[config.mk]
export PLATFORM = sky130hd
export DESIGN_NAME = p_register_pattern_detect_simd_flat
export DESIGN_NICKNAME = d
export VERILOG_FILES = /design/src/rtl/p_register_pattern_detect_simd_if.sv /design/src/rtl/p_register_pattern_detect_simd.sv /design/src/flat_wrapper.sv
export SDC_FILE = /design/constraint.sdc
export NUM_CORES = 1
export LEC_CHECK = 0
export ABC_AREA = 1
export BUFFER_PORTS_ARGS = -buffer_cell sky130_fd_sc_hd__buf_2
export CAP_MARGIN = 10
export CORE_MARGIN = 4
export CORE_UTILIZATION = 42
export CTS_CLUSTER_DIAMETER = 100
export DETAILED_ROUTE_END_ITERATION = 10
export PLACE_DENSITY = 0.87
export SYNTH_ARGS = -nofsm -noshare
export SYNTH_HDL_FRONTEND = slang
export SYNTH_SLANG_ARGS = --single-unit
[constraint.sdc]
create_clock -name clk -period 1 [get_ports clk]
set_clock_uncertainty 0.05 [all_clocks]
set_input_delay 0.2 -clock clk [delete_from_list [all_inputs] [get_ports clk]]
set_output_delay 0.2 -clock clk [all_outputs]
set_load 0.01 [all_outputs]
[src/rtl/p_register_pattern_detect_simd_if.sv]
// p_register_pattern_detect_simd_if: P-stage operand, control and flag bundle
interface p_register_pattern_detect_simd_if #(parameter int WIDTH = 32);
  logic             CEP;
  logic [1:0]       USE_SIMD;
  logic [WIDTH-1:0] S;
  logic [3:0]       result_SIMD_carry_out;
  logic [WIDTH-1:0] PATTERN;
  logic [WIDTH-1:0] MASK;
  logic [WIDTH-1:0] P;
  logic [3:0]       CARRYOUT;
  logic [3:0]       PATTERNDETECT;
  logic [3:0]       PATTERNBDETECT;
  logic [3:0]       OVERFLOW;
  logic [3:0]       UNDERFLOW;
  modport master (
    output CEP, USE_SIMD, S, result_SIMD_carry_out, PATTERN, MASK,
    input  P, CARRYOUT, PATTERNDETECT, PATTERNBDETECT, OVERFLOW, UNDERFLOW
  );
  modport slave (
    input  CEP, USE_SIMD, S, result_SIMD_carry_out, PATTERN, MASK,
    output P, CARRYOUT, PATTERNDETECT, PATTERNBDETECT, OVERFLOW, UNDERFLOW
  );
endinterface

[src/rtl/p_register_pattern_detect_simd.sv]
// p_register_pattern_detect_simd: P register with SIMD-grouped masked pattern detect and overflow/underflow flags
module p_register_pattern_detect_simd #(
  parameter int WIDTH         = 32,
  parameter bit PATTERN_RESET = 1'b0
) (
  input logic clk,
  input logic reset,
  p_register_pattern_detect_simd_if.slave bus
);
  localparam int L = WIDTH / 4;
  logic [WIDTH-1:0] w_m, w_mb, r_p;
  logic [3:0] w_ml, w_mbl, w_pd, w_pbd, w_co;
  logic [3:0] r_co, r_pd, r_pbd, r_pdp, r_pbdp;
  function automatic logic [3:0] grp(input logic [1:0] mode, input logic [3:0] v);
    return mode == 2'b10 ? v :
           mode == 2'b01 ? {{2{&v[3:2]}}, {2{&v[1:0]}}} : {4{&v}};
  endfunction
  assign w_m  = bus.MASK | ~(bus.S ^ bus.PATTERN);
  assign w_mb = bus.MASK | (bus.S ^ bus.PATTERN);
  for (genvar l = 0; l < 4; l++) begin : g_lane
    assign w_ml[l]  = &w_m[l*L +: L];
    assign w_mbl[l] = &w_mb[l*L +: L];
  end
  always_comb begin
    w_pd  = grp(bus.USE_SIMD, w_ml);
    w_pbd = grp(bus.USE_SIMD, w_mbl);
    w_co  = bus.USE_SIMD == 2'b10 ? bus.result_SIMD_carry_out :
            bus.USE_SIMD == 2'b01 ? {bus.result_SIMD_carry_out[3], 1'b0, bus.result_SIMD_carry_out[1], 1'b0} :
                                    {bus.result_SIMD_carry_out[3], 3'b000};
  end
  always_ff @(posedge clk) begin
    if (reset) begin
      r_p    <= '0;
      r_co   <= '0;
      r_pd   <= '0;
      r_pbd  <= '0;
      r_pdp  <= {4{PATTERN_RESET}};
      r_pbdp <= {4{PATTERN_RESET}};
    end else if (bus.CEP) begin
      r_p    <= bus.S;
      r_co   <= w_co;
      r_pd   <= w_pd;
      r_pbd  <= w_pbd;
      r_pdp  <= r_pd;
      r_pbdp <= r_pbd;
    end
  end
  assign bus.P              = r_p;
  assign bus.CARRYOUT       = r_co;
  assign bus.PATTERNDETECT  = r_pd;
  assign bus.PATTERNBDETECT = r_pbd;
  assign bus.OVERFLOW       = r_pdp & ~r_pd & ~r_pbd;
  assign bus.UNDERFLOW      = r_pbdp & ~r_pd & ~r_pbd;
endmodule

[src/flat_wrapper.sv]
// flat-port wrapper written by rule: the top's interface ports become plain ports
module p_register_pattern_detect_simd_flat 
#(
  parameter int WIDTH         = 32,
  parameter bit PATTERN_RESET = 1'b0
)
  (clk, reset, bus_CEP, bus_USE_SIMD, bus_S, bus_result_SIMD_carry_out, bus_PATTERN, bus_MASK, bus_P, bus_CARRYOUT, bus_PATTERNDETECT, bus_PATTERNBDETECT, bus_OVERFLOW, bus_UNDERFLOW);
  p_register_pattern_detect_simd_if #(.WIDTH(WIDTH)) bus_i ();
  input logic clk;
  input logic reset;
  input wire logic [$bits(bus_i.CEP)-1:0] bus_CEP;
  input wire logic [$bits(bus_i.USE_SIMD)-1:0] bus_USE_SIMD;
  input wire logic [$bits(bus_i.S)-1:0] bus_S;
  input wire logic [$bits(bus_i.result_SIMD_carry_out)-1:0] bus_result_SIMD_carry_out;
  input wire logic [$bits(bus_i.PATTERN)-1:0] bus_PATTERN;
  input wire logic [$bits(bus_i.MASK)-1:0] bus_MASK;
  output wire logic [$bits(bus_i.P)-1:0] bus_P;
  output wire logic [$bits(bus_i.CARRYOUT)-1:0] bus_CARRYOUT;
  output wire logic [$bits(bus_i.PATTERNDETECT)-1:0] bus_PATTERNDETECT;
  output wire logic [$bits(bus_i.PATTERNBDETECT)-1:0] bus_PATTERNBDETECT;
  output wire logic [$bits(bus_i.OVERFLOW)-1:0] bus_OVERFLOW;
  output wire logic [$bits(bus_i.UNDERFLOW)-1:0] bus_UNDERFLOW;
  assign bus_i.CEP = bus_CEP;
  assign bus_i.USE_SIMD = bus_USE_SIMD;
  assign bus_i.S = bus_S;
  assign bus_i.result_SIMD_carry_out = bus_result_SIMD_carry_out;
  assign bus_i.PATTERN = bus_PATTERN;
  assign bus_i.MASK = bus_MASK;
  assign bus_P = bus_i.P;
  assign bus_CARRYOUT = bus_i.CARRYOUT;
  assign bus_PATTERNDETECT = bus_i.PATTERNDETECT;
  assign bus_PATTERNBDETECT = bus_i.PATTERNBDETECT;
  assign bus_OVERFLOW = bus_i.OVERFLOW;
  assign bus_UNDERFLOW = bus_i.UNDERFLOW;
  p_register_pattern_detect_simd #(.WIDTH(WIDTH), .PATTERN_RESET(PATTERN_RESET)) u_core (.clk(clk), .reset(reset), .bus(bus_i));
endmodule
* After elaboration in Yosys (flattened, before gate mapping)
Index checks and enable logic that the tools add are counted.
** Cells by class
- Equality and inequality tests :: 2
- Muxes and demuxes :: 6
- Bitwise operators :: 10
- Reductions and logical operators :: 14
** Operators by type and width (number)
- 32-bit OR :: 2
- 16-bit AND reduction :: 4
- 32-bit AND reduction :: 2
- 8-bit AND reduction :: 8
- 32-bit inverter :: 1
- 32-bit XOR :: 1
- 4-bit bitwise AND :: 4
- 4-bit two-way mux :: 4
- 4-bit inverter :: 2
- 3-bit two-way mux :: 1
- 2-bit by 1-bit equality test with 1-bit output, second input constant :: 1
- 2-bit equality test, second input constant :: 1
- 2-bit two-way mux :: 1
** Word-level totals
- Bits in registers :: 52
- Input bits :: 105
- Logic and storage cells :: 38

* Depth between registers and ports, before layout
- Word-level depth :: 6
- Depth in mapped cells :: 10

* Worst setup path after synthesis
No wires, ideal clock.
- Path type :: input to register
- From :: input bus_S[29]
- To :: register u_core.r_pbd[2], in the netlist u_core.bus.PATTERNBDETECT[2]
- Arrival :: 954 ps
- Required time :: 884 ps
- Slack :: -70 ps
- Stages :: 9
- Buffers on the path :: 0
- Cells stage by stage :: inv_1 -> nand2_1 -> nand3_1 -> nand2_1 -> nor2_1 -> nand2_2 -> nor3_2 -> nand2_2 -> a21oi_2
** On the way
- Longest elaborated chain between the ends :: 5
** RTL lines
- from (decl) :: RTL line flat_wrapper.sv:13 : input wire logic [$bits(bus_i.S)-1:0] bus_S;
- 32-bit XOR * :: RTL line p_register_pattern_detect_simd.sv:19 : assign w_mb = bus.MASK | (bus.S ^ bus.PATTERN);
- 32-bit OR * :: RTL line p_register_pattern_detect_simd.sv:19
- 32-bit AND reduction / 16-bit AND reduction (equally long branches) :: RTL line p_register_pattern_detect_simd.sv:16 : mode == 2'b01 ? {{2{&v[3:2]}}, {2{&v[1:0]}}} : {4{&v}};
- 4-bit two-way mux * :: RTL line p_register_pattern_detect_simd.sv:16
- 4-bit two-way mux * :: RTL line p_register_pattern_detect_simd.sv:15 : return mode == 2'b10 ? v :
- to (signal assigned) :: RTL line p_register_pattern_detect_simd.sv:43 : r_pbd <= w_pbd;
- to (decl) :: RTL line p_register_pattern_detect_simd.sv:13 : logic [3:0] r_co, r_pd, r_pbd, r_pdp, r_pbdp;
Mark *: on every way between the ends. The rest lies on a longest branch, timed or not.
A chain may end at the register's enable or synchronous reset.

* Worst setup path after layout
- From :: register u_core.r_pd[2], in the netlist u_core.bus.PATTERNDETECT[2]
- To :: output bus_UNDERFLOW[2]
** On the way
- Longest elaborated chain between the ends :: 3
** RTL lines
- from (decl) :: RTL line p_register_pattern_detect_simd.sv:13
- from (signal assigned) :: RTL line p_register_pattern_detect_simd.sv:42 : r_pd <= w_pd;
- 4-bit inverter :: RTL line p_register_pattern_detect_simd.sv:53 : assign bus.UNDERFLOW = r_pbdp & ~r_pd & ~r_pbd;
- 4-bit bitwise AND (2 in a row) :: RTL line p_register_pattern_detect_simd.sv:53
- to (decl) :: RTL line flat_wrapper.sv:22 : output wire logic [$bits(bus_i.UNDERFLOW)-1:0] bus_UNDERFLOW;
Every way passes these cells.

==> impl_metrics.ini <==
[setup_path]
slowest_stage = dfxtp_4
cp_num_buf_inv = 1
crit_type = register to output pin
crit_path_max_incr_delay_ns = 0.38
path_delay_family = flip-flops
required_ns = 0.75
critPathArrivalTime_ns = 1.07
endpoint_kind = output pin
crit_fanout = 5
crit_chain = nor3b_2 -> buf_2
critPathLaunchType = register

[outcome]
violations = negative setup slack
status = finished with violations

[drt]
vias_per_cell = 5.02
drtIter0Drc = 189
final_antenna_net_count = 0
drt_pass1_iterations = 5
wl_per_cell_um = 14.6
drc_errors = 0
vias = 4150
wl_um = 12100

[global_routing]
grt_pass1_wl_um = 18100
antenna_found_initial = 0
grt-ovfl-total = 0
grt_max_degree = 37
grt.total_usage = 0.250
grt_pass1_vias = 4205

[synthesis]
synth_top_area_frac = 0.328
netlist_instances = 534
avgSynthCellArea_um2 = 5.94
synth_edf_count = 0
seq_area_frac_synth = 0.328
ys.flop_type = dfxtp_1
synth_area_um2 = 3170
synth_nets = 639
synthTopCellsByArea = dfxtp_1 (33%), nand2_1 (18%), inv_1 (10%)
yosysUniqueCellTypes = 22
async_flop_share = 0
synth_top_cell_by_area = dfxtp_1
yosysWarningCount = 0
ys_ff_latch = 52

[worst_hold_path]
hold_class = primary input to register

[cells_and_area]
ff_latch_area_um2 = 1120
final_cell_mix = nand2_1 (121), buf_2 (86), buf_6 (70), inv_1 (66), o21ai_0 (56)
fin_area_um2 = 5290
instances_no_fill = 827
layout_commonest_cell = nand2_1
fillers = 534
multi_input_area_um2 = 1880
diodes = 0
area_delta_synth_final_pct = 66.9
drive_gt1_frac = 0.521
finalNetCount = 832

[power_and_ir_drop]
pwr-share-comb = 0.320
fin_total_pwr_mw = 5.60
power_leakage_nw = 2.92
p_sw_frac = 0.312
clkPwrFrac = 0.263
power_density_nw_per_um2 = 1060
peakVddDrop_uv = 556
pwr-share-seq = 0.417
p_sw_mw = 1.75
internal_power_mw = 3.85

[clock_tree]
h-tree-depth = 2
cts_sinks = 52
clock_latency_ns = 0.31
path_clk_slew_ns = 0.09
hold_buffers = 0
root_buffer = clkbuf_8
cts_buffers = 5
cts_tree = yes
cts_buffer_depth = 2

[floorplanning]
coreArea_um2 = 7290
rows = 31
chipHeight_um = 94.9
die_w_um = 94.9
ioPinCount = 157
start_util = 0.435
die-area_um2 = 9000

[place]
placed_cell_area_um2 = 4350
port_buffers = 156
routabilityCongestion = 0.852
dp_hpwl_um = 7890
dp_slack_ns = -0.374
dp.cells = 809

[sta]
final_max_slew_viol_count = 0
setup_viol = 59
slew_headroom = 0.821
worst-slew-pin-transition_ns = 0.265
layout_setup_ws_ns = -0.323
min_period_over_period = 1.32
fmaxAchievable_mhz = 756
rsz0062_at_grt = true
final-hold-violation-count = 0
period_minus_slack_ns = 1.32

[run]
drv_cap = 0
-- cell families (layout without fill, tap and decap cells) --
family | count (synthesis) | in the layout | share of synthesized area
simple gates | 248 | 248 | 0.337
compound gates | 109 | 109 | 0.180
buf+inv | 121 | 315 | 0.144
xor+xnor | 4 | 4 | 0.0111
flops | 52 | 52 | 0.328
-- worst register-to-register path, delay by kind of cell, from the launching register on --
kind	cells	cell delay, ns
buffers and inverters	2	0.25
flip-flops	1	0.33
AO/OA/AOI/OAI	2	0.23
-- cell type report --
class	instances	share of cell area
well taps	99	0.0234
clock inverters	3	0.00804
repair buffers	202	0.312
clock buffers	5	0.0130
inverters	105	0.0773
multi-input cells	361	0.355
flip-flops and latches	52	0.211
-- what timing repair did --
item,4_1_cts,5_1_grt
resized for setup,144,76
setup endpoints to repair,58,60
pin swaps,25,57
setup buffers,6,5
-- cell usage after synthesis, types with 4 or more instances --
library cell and n:
clkbuf_1 14, inv_2 19, nand2_1 155, inv_1 86, nor2_1 36, nor2_2 4
o21ai_1 5, a21oi_2 4, a21oi_1 36, nor3_2 4, o21ai_0 61, nand3_1 28
nor3b_1 8, nand2_2 12, dfxtp_1 52
-- flip-flops by register name (all words and copies together), names as in the netlist --
name,count
u_core.r_pdp,4
u_core.bus.P,32
u_core.bus.PATTERNDETECT,4
u_core.r_pbdp,4
u_core.bus.PATTERNBDETECT,4
u_core.bus.CARRYOUT,4
-- stage by stage --
step | setup TNS, ns | util | hold slack [ns]
2_1_floorplan | -0.268 | - | 0.275
3_3_place_gp | -2.46 | 0.597 | 0.383
3_5_place_dp | -2.98 | 0.597 | 0.390
4_1_cts | -3.72 | 0.690 | 0.0594
5_1_grt | -6.09 | 0.726 | 0.0690
6_report | -4.24 | 0.726 | 0.0664
-- power by group through the flow --
stage | clock network (mW) | registers [mW] | logic, mW
floorplan | 0 | 2.37 | 0.674
global placement | 0 | 2.32 | 1.33
detailed placement | 0 | 2.33 | 1.38
CTS | 1.50 | 2.32 | 1.60
global route | 1.59 | 2.35 | 1.97
finish | 1.47 | 2.33 | 1.79
-- metal layers --
layer / vias up / wire length [µm] / track usage / share of wire
met1: 1867 / 4310 / 0.254 / 0.36
met2: 192 / 6520 / 0.485 / 0.54
met5: - / 0 / 0 / 0
li1: 2041 / - / - / -
met4: 0 / 551 / 0.126 / 0.046
met3: 50 / 685 / 0.0375 / 0.057
-- worst paths after layout --
path	start	to	slack (ns)	cells after the start
setup / recovery	u_core.bus.PATTERNDETECT[2]	bus_UNDERFLOW[2]	-0.32	2
hold / removal	bus_result_SIMD_carry_out[2]	u_core.bus.CARRYOUT[2]	0.07	3
setup reg to reg	u_core.bus.P[21]	u_core.bus.P[21]	0.04	4
hold reg to reg	u_core.r_pdp[1]	u_core.r_pdp[1]	0.46	2
Note: power is estimated with default switching activity, not from simulation.
